`src/rtl/bpsk_correlator_rx_if.sv`:
```
// Sample-side and codeword-side signals of the BPSK correlating receiver.
// en marks a valid sample (the receiver has no ready and accepts every en cycle);
// q_valid is a one-cycle pulse with no backpressure, q holds until the next pulse.
interface bpsk_correlator_rx_if #(
   parameter int SAMPLE_WIDTH = 12,
   parameter int CNT_WIDTH    = 8,
   parameter int DATA_WIDTH   = 12
);
   logic                           en;
   logic signed [SAMPLE_WIDTH-1:0] signal_in;
   logic signed [SAMPLE_WIDTH-1:0] sin_in;
   logic [CNT_WIDTH-1:0]           cnt_in;
   logic [DATA_WIDTH-1:0]          q;
   logic                           q_valid;
   logic                           locked;
   logic                           phase_inv;
   logic                           state_dbg;

   modport master (
      output en, signal_in, sin_in, cnt_in,
      input  q, q_valid, locked, phase_inv, state_dbg
   );

   modport slave (
      input  en, signal_in, sin_in, cnt_in,
      output q, q_valid, locked, phase_inv, state_dbg
   );
endinterface

```
`src/rtl/bpsk_correlator_rx.sv`:
```
// BPSK integrate-and-dump receiver: correlates samples against the local sine,
// slices one bit per symbol, hunts for the sync word and assembles codewords.
module bpsk_correlator_rx #(
   parameter int                    SAMPLE_NUMBER = 256,
   parameter int                    SAMPLE_WIDTH  = 12,
   parameter int                    DATA_WIDTH    = 12,
   parameter int                    SYNC_WIDTH    = 8,
   parameter logic [SYNC_WIDTH-1:0] SYNC_WORD     = 8'hA5
) (
   input logic                 clk,
   input logic                 arstn,
   bpsk_correlator_rx_if.slave bus
);
   localparam int CNT_W  = $clog2(SAMPLE_NUMBER);
   localparam int PROD_W = 2 * SAMPLE_WIDTH;
   localparam int ACC_W  = PROD_W + CNT_W;
   localparam int BIT_W  = $clog2(DATA_WIDTH);
   localparam logic [CNT_W-1:0] LAST_CNT = CNT_W'(SAMPLE_NUMBER - 1);
   localparam logic [BIT_W-1:0] LAST_BIT = BIT_W'(DATA_WIDTH - 1);

   typedef enum logic {HUNT = 1'b0, DATA = 1'b1} state_t;

   state_t                  state_q, state_d;
   logic                    armed_q, armed_d;
   logic signed [ACC_W-1:0] acc_q, acc_d;
   logic [SYNC_WIDTH-1:0]   sync_q, sync_d;
   logic [DATA_WIDTH-1:0]   cw_q, cw_d;
   logic [BIT_W-1:0]        bit_cnt_q, bit_cnt_d;
   logic [DATA_WIDTH-1:0]   q_q, q_d;
   logic                    q_valid_q, q_valid_d;
   logic                    phase_inv_q, phase_inv_d;

   logic signed [PROD_W-1:0] prod;
   logic signed [ACC_W-1:0]  prod_ext;
   logic signed [ACC_W-1:0]  sum;
   logic                     cnt_zero;
   logic                     armed_eff;
   logic                     decide;
   logic                     rx_bit;
   logic                     data_bit;
   logic [SYNC_WIDTH-1:0]    sync_shift;
   logic [DATA_WIDTH-1:0]    cw_shift;

   assign prod      = $signed(bus.signal_in) * $signed(bus.sin_in);
   assign prod_ext  = {{CNT_W{prod[PROD_W-1]}}, prod};
   assign sum       = acc_q + prod_ext;
   assign cnt_zero  = (bus.cnt_in == '0);
   // The cnt_in==0 cycle that arms the receiver already belongs to a full symbol.
   assign armed_eff = armed_q || cnt_zero;
   assign decide    = bus.en && armed_eff && (bus.cnt_in == LAST_CNT);
   // Strictly positive correlation slices to 1; a zero tie slices to 0.
   assign rx_bit    = !sum[ACC_W-1] && (sum != '0);

   always_comb begin
      state_d     = state_q;
      armed_d     = armed_q;
      acc_d       = acc_q;
      sync_d      = sync_q;
      cw_d        = cw_q;
      bit_cnt_d   = bit_cnt_q;
      q_d         = q_q;
      q_valid_d   = 1'b0;
      phase_inv_d = phase_inv_q;
      sync_shift  = {sync_q[SYNC_WIDTH-2:0], rx_bit};
      data_bit    = rx_bit ^ phase_inv_q;
      cw_shift    = {cw_q[DATA_WIDTH-2:0], data_bit};

      if (bus.en) begin
         if (cnt_zero) armed_d = 1'b1;
         if (armed_eff) acc_d = cnt_zero ? prod_ext : sum;
         if (decide) begin
            case (state_q)
               HUNT: begin
                  sync_d = sync_shift;
                  if (sync_shift == SYNC_WORD) begin
                     state_d     = DATA;
                     phase_inv_d = 1'b0;
                     bit_cnt_d   = '0;
                  end else if (sync_shift == ~SYNC_WORD) begin
                     state_d     = DATA;
                     phase_inv_d = 1'b1;
                     bit_cnt_d   = '0;
                  end
               end
               DATA: begin
                  cw_d      = cw_shift;
                  bit_cnt_d = bit_cnt_q + BIT_W'(1);
                  if (bit_cnt_q == LAST_BIT) begin
                     q_d       = cw_shift;
                     q_valid_d = 1'b1;
                     sync_d    = '0;
                     bit_cnt_d = '0;
                     state_d   = HUNT;
                  end
               end
               default: state_d = HUNT;
            endcase
         end
      end
   end

   always_ff @(posedge clk or negedge arstn) begin
      if (!arstn) begin
         state_q     <= HUNT;
         armed_q     <= 1'b0;
         acc_q       <= '0;
         sync_q      <= '0;
         cw_q        <= '0;
         bit_cnt_q   <= '0;
         q_q         <= '0;
         q_valid_q   <= 1'b0;
         phase_inv_q <= 1'b0;
      end else begin
         state_q     <= state_d;
         armed_q     <= armed_d;
         acc_q       <= acc_d;
         sync_q      <= sync_d;
         cw_q        <= cw_d;
         bit_cnt_q   <= bit_cnt_d;
         q_q         <= q_d;
         q_valid_q   <= q_valid_d;
         phase_inv_q <= phase_inv_d;
      end
   end

   assign bus.q         = q_q;
   assign bus.q_valid   = q_valid_q;
   assign bus.locked    = (state_q == DATA);
   assign bus.phase_inv = phase_inv_q;
   assign bus.state_dbg = state_q;
endmodule
```
`src/flat_wrapper.sv`:
```
// flat-port wrapper written by rule: the top's interface ports become plain ports
module bpsk_correlator_rx_flat 
#(
   parameter int                    SAMPLE_NUMBER = 256,
   parameter int                    SAMPLE_WIDTH  = 12,
   parameter int                    DATA_WIDTH    = 12,
   parameter int                    SYNC_WIDTH    = 8,
   parameter logic [SYNC_WIDTH-1:0] SYNC_WORD     = 8'hA5
)
  (clk, arstn, bus_en, bus_signal_in, bus_sin_in, bus_cnt_in, bus_q, bus_q_valid, bus_locked, bus_phase_inv, bus_state_dbg);
  bpsk_correlator_rx_if #(.SAMPLE_WIDTH(SAMPLE_WIDTH), .DATA_WIDTH(DATA_WIDTH)) bus_i ();
  input logic clk;
  input logic arstn;
  input wire logic [$bits(bus_i.en)-1:0] bus_en;
  input wire logic [$bits(bus_i.signal_in)-1:0] bus_signal_in;
  input wire logic [$bits(bus_i.sin_in)-1:0] bus_sin_in;
  input wire logic [$bits(bus_i.cnt_in)-1:0] bus_cnt_in;
  output wire logic [$bits(bus_i.q)-1:0] bus_q;
  output wire logic [$bits(bus_i.q_valid)-1:0] bus_q_valid;
  output wire logic [$bits(bus_i.locked)-1:0] bus_locked;
  output wire logic [$bits(bus_i.phase_inv)-1:0] bus_phase_inv;
  output wire logic [$bits(bus_i.state_dbg)-1:0] bus_state_dbg;
  assign bus_i.en = bus_en;
  assign bus_i.signal_in = bus_signal_in;
  assign bus_i.sin_in = bus_sin_in;
  assign bus_i.cnt_in = bus_cnt_in;
  assign bus_q = bus_i.q;
  assign bus_q_valid = bus_i.q_valid;
  assign bus_locked = bus_i.locked;
  assign bus_phase_inv = bus_i.phase_inv;
  assign bus_state_dbg = bus_i.state_dbg;
  bpsk_correlator_rx #(.SAMPLE_NUMBER(SAMPLE_NUMBER), .SAMPLE_WIDTH(SAMPLE_WIDTH), .DATA_WIDTH(DATA_WIDTH), .SYNC_WIDTH(SYNC_WIDTH), .SYNC_WORD(SYNC_WORD)) u_core (.clk(clk), .arstn(arstn), .bus(bus_i));
endmodule
```
`config.mk`:
```
export PLATFORM = sky130hd
export DESIGN_NAME = bpsk_correlator_rx_flat
export DESIGN_NICKNAME = d
export VERILOG_FILES = /design/src/rtl/bpsk_correlator_rx_if.sv /design/src/rtl/bpsk_correlator_rx.sv /design/src/flat_wrapper.sv
export SDC_FILE = /design/constraint.sdc
export NUM_CORES = 1
export LEC_CHECK = 0
export CAP_MARGIN = 0
export CORE_MARGIN = 1
export CORE_UTILIZATION = 30
export CTS_BUF_LIST = sky130_fd_sc_hd__clkbuf_16
export DETAILED_ROUTE_END_ITERATION = 10
export SKIP_CTS_REPAIR_TIMING = 1
export SLEW_MARGIN = 30
export SYNTH_ARGS = -nofsm -noshare
export SYNTH_HDL_FRONTEND = slang
export SYNTH_SLANG_ARGS = --single-unit
```
`constraint.sdc`:
```
create_clock -name clk -period 8.4 [get_ports clk]
set_input_delay 2.52 -clock clk [delete_from_list [all_inputs] [get_ports clk]]
set_output_delay 2.52 -clock clk [all_outputs]
set_load 0.01 [all_outputs]
```
==> results by group <==
Setup path
  – CP max-delay cell: fa_1
  – Path depth of the worst reg2reg path: 15
  – Crit end category: flop
  – Slack of the worst reg-to-reg path: about 4500 ps
  – Maximum cell stage delay along the critical path: 590 ps
  – Largest fanout on the critical path: 5
  – Critical Path RT: 8620 ps
  – Reg-to-reg startpoint: u_core.acc_q[0]
  – Kind of launch point of the worst setup path: input port
  – Arrival @ worst endpoint: 9630 ps
  – Most frequent cell on the critical path: fa_1
  – Worst reg2reg endpoint: u_core.bit_cnt_q[0]
  – Start-to-end type of the worst setup path: in -> reg

Global route
  – Number of antenna violations at the first check in global routing: 0
  – Number of global-route vias before repair: 10100
  – Total congestion overflow: 0
  – Overall routing resource usage: ~16%
  – Pin count of the biggest net entering global routing: 71
  – Global-route wire length before repair: 48200 um

Route
  – DR vias: 9822
  – Number of routed nets with antenna violations: 0
  – Detail-routed via count per cell: 4.89
  – Detailed Route Iter0 Violations: approximately 480
  – Total wire length: 29600 um
  – Routed length per instance: roughly 15 um
  – Pre-Repair DR Iteration Count: 5
  – Final routed DRC violation total: 0

Synthesis
  – Count of mapped cells out of synthesis: 1240
  – Commonest cells in the synthesized netlist: 197 x nand2_1, 180 x inv_1, 139 x fa_1, 85 x ha_1, 70 x dfrtp_1
  – Number of distinct standard cells referenced by the synthesized netlist: 73
  – Dominant cells by area after synthesis: fa_1 26%, dfrtp_1 17%, ha_1 10%, nand2_1 7.0%, inv_1 6.4%
  – Number of enable-type register cells in the synthesized netlist: 0
  – Synth Area per Inst: 8.53 um^2
  – Synthesis-stage register bit count: 70
  – Number of warning messages in the yosys log: 0
  – Share of synthesized registers carrying an async set or reset: 100%
  – Area share of the largest cell type after synthesis: 26.3%
  – Most instantiated library cell after synthesis: nand2_1
  – Synthesized cell area: 0.0106 mm^2
  – Largest area contributor in the netlist: fa_1
  – Post-synth net total: roughly 1500
  – Primary FF master, synth: dfrtp_1
  – Fraction of the yosys area taken by sequential cells: 16.6%

Cells and area
  – Area overhead of the layout relative to synthesis: 46.2%
  – Number of diodes: 0
  – Number of cells in the finished layout apart from fillers: 2009
  – Nets: 1808
  – Fraction of final layout cells sized beyond drive strength 1: 36.2%

Clock network
  – TritonCTS clock tree: yes
  – Clk buf depth: 2
  – Number of buffers created by CTS: 9
  – Clock Tree Root: clkbuf_16
  – Clock latency on the worst-skew pair: between 300 and 400 ps
  – Post-CTS clock slew at the launch and capture registers of the worst setup and hold paths: 70 ps
  – Number of sinks driven by the clock tree: 70
  – CTS H-tree lvls: 3

Floorplan
  – Height of the die: 190 um
  – Boundary pin count: 51
  – Die X: 190 um
  – Area of the core: 0.0346 mm^2
  – Initial core utilization: 30.5%
  – Cell row count: 68
  – Die outline area: 0.0360 mm^2

Place
  – Number of instances in the placed design: 1936
  – Count of input and output buffers: 50
  – Total half-perimeter wirelength after legalization and detailed placement: 22500 um
  – Worst setup slack after placement: -2090 ps
  – Placer congestion estimate: 0.858

STA
  – Rel. slew slack: 32.8%
  – Final total negative setup slack: -11630 ps
  – Total count of max-transition violations in the final report: 0
  – Fin crit period: 9410 ps
  – Setup Viol. Count Final: 21
  – Skew final: approximately 15 ps
  – Post-Route Hold Slack: 491 ps
  – Worst setup slack after layout: -1010 ps
  – RSZ-0062 raised after global routing: yes
  – Fmax achieved: approximately 110 MHz
  – Final worst-path cycle share: 112%
  – Final Hold Fails: 0
  – Slew at the pin closest to its max-slew limit: between 1000 and 1500 ps

Outcome
  – Outcome: finished with violations
  – Violations in the final reports: negative setup slack

Worst hold path
  – Type of the tightest min-delay check: reg -> reg
  – Startpoint of the lowest-slack hold path: u_core.acc_q[11]
  – Hold Crit Depth: 2
  – Worst min-delay path endpoint: u_core.acc_q[11]

Job
  – Max-capacitance violation count: 0
==> per-layer routing <==
metal,vias to the layer above,GRT usage [%],part of all wire (%)
li1,4714,-,-
met1,4860,21.2,44
met2,203,28.3,50
met3,45,2.73,4.3
met4,0,3.41,1.7
met5,-,0,0
==> critical path: cells and delay by family <==
family | cells | cell delay, ps
AOI/OAI and AO/OA | 11 | 2000
and+or+nand+nor | 4 | 950
adders and majority gates | 7 | 3030
muxes | 2 | 520
buffers and inverters | 5 | 620
==> worst max-delay path by stage <==
stage                           from             endpoint  slack, ps
floorplan              bus_sin_in[6]  u_core.bit_cnt_q[2]       -850
global placement    bus_signal_in[2]  u_core.bit_cnt_q[2]      -2030
detailed placement  bus_signal_in[2]  u_core.bit_cnt_q[2]      -2090
CTS                 bus_signal_in[3]  u_core.bit_cnt_q[2]      -1740
global route           bus_sin_in[6]  u_core.bit_cnt_q[0]      -1300
finish                 bus_sin_in[6]  u_core.bit_cnt_q[0]      -1010
==> registers in the layout (all words and copies together), names as in the netlist <==
name,flops
u_core.sync_q,7
u_core.bus.phase_inv,1
u_core.bus.q,12
u_core.bit_cnt_q,4
u_core.bus.q_valid,1
u_core.acc_q,32
u_core.cw_q,11
u_core.armed_q,1
u_core.bus.locked,1
==> per-stage QoR <==
stage	instance area, um^2	util, %
floorplan	11200	-
global placement	13700	39.4
detailed placement	13700	39.4
CTS	14000	40.3
global route	15500	44.6
finish	15500	44.6
==> logic make-up after synthesis <==
kind of cell | after synthesis | share of synthesized area [%]
AO/OA/AOI/OAI | 233 | 14.5
XOR/XNOR | 41 | 3.40
adder cells (fa/ha/maj) | 224 | 36.4
buffers and inverters | 232 | 8.28
flip-flops | 70 | 16.6
multiplexers | 21 | 2.18
AND/OR/NAND/NOR | 419 | 18.6
==> placed cells by master, fill, tap and decap left out, types with 9 or more instances in the layout <==
cell / instances
buf_4: 246
xnor2_1: 19
fa_1: 126
inv_1: 154
clkdlybuf4s50_1: 25
nand3_1: 19
o21ai_2: 9
a21oi_1: 42
nand4_1: 11
clkbuf_16: 10
inv_2: 26
o21ai_0: 28
nor2_1: 51
ha_1: 52
o211ai_1: 10
o21a_1: 10
o21ai_1: 21
nand2_2: 18
nand2_1: 171
buf_6: 48
a31oi_1: 9
a21o_1: 15
and2_4: 11
clkbuf_2: 12
nor3_1: 12
fa_2: 13
ha_4: 29
dfrtp_1: 70
mux2_2: 12
nand2b_1: 11
and2_1: 37
a21oi_2: 13
==> layout make-up <==
class	instances	area, um^2
fill	3267	19200
multi-input combinational	938	9170
timing repair buffer	349	2990
sequential	70	1750
inverter	181	682
tap	455	569
clock buffer	9	225
clock inverter	7	76.3
Power is not shown: default switching activity piles up to over one toggle a cycle in this logic, so the estimate is an artifact.
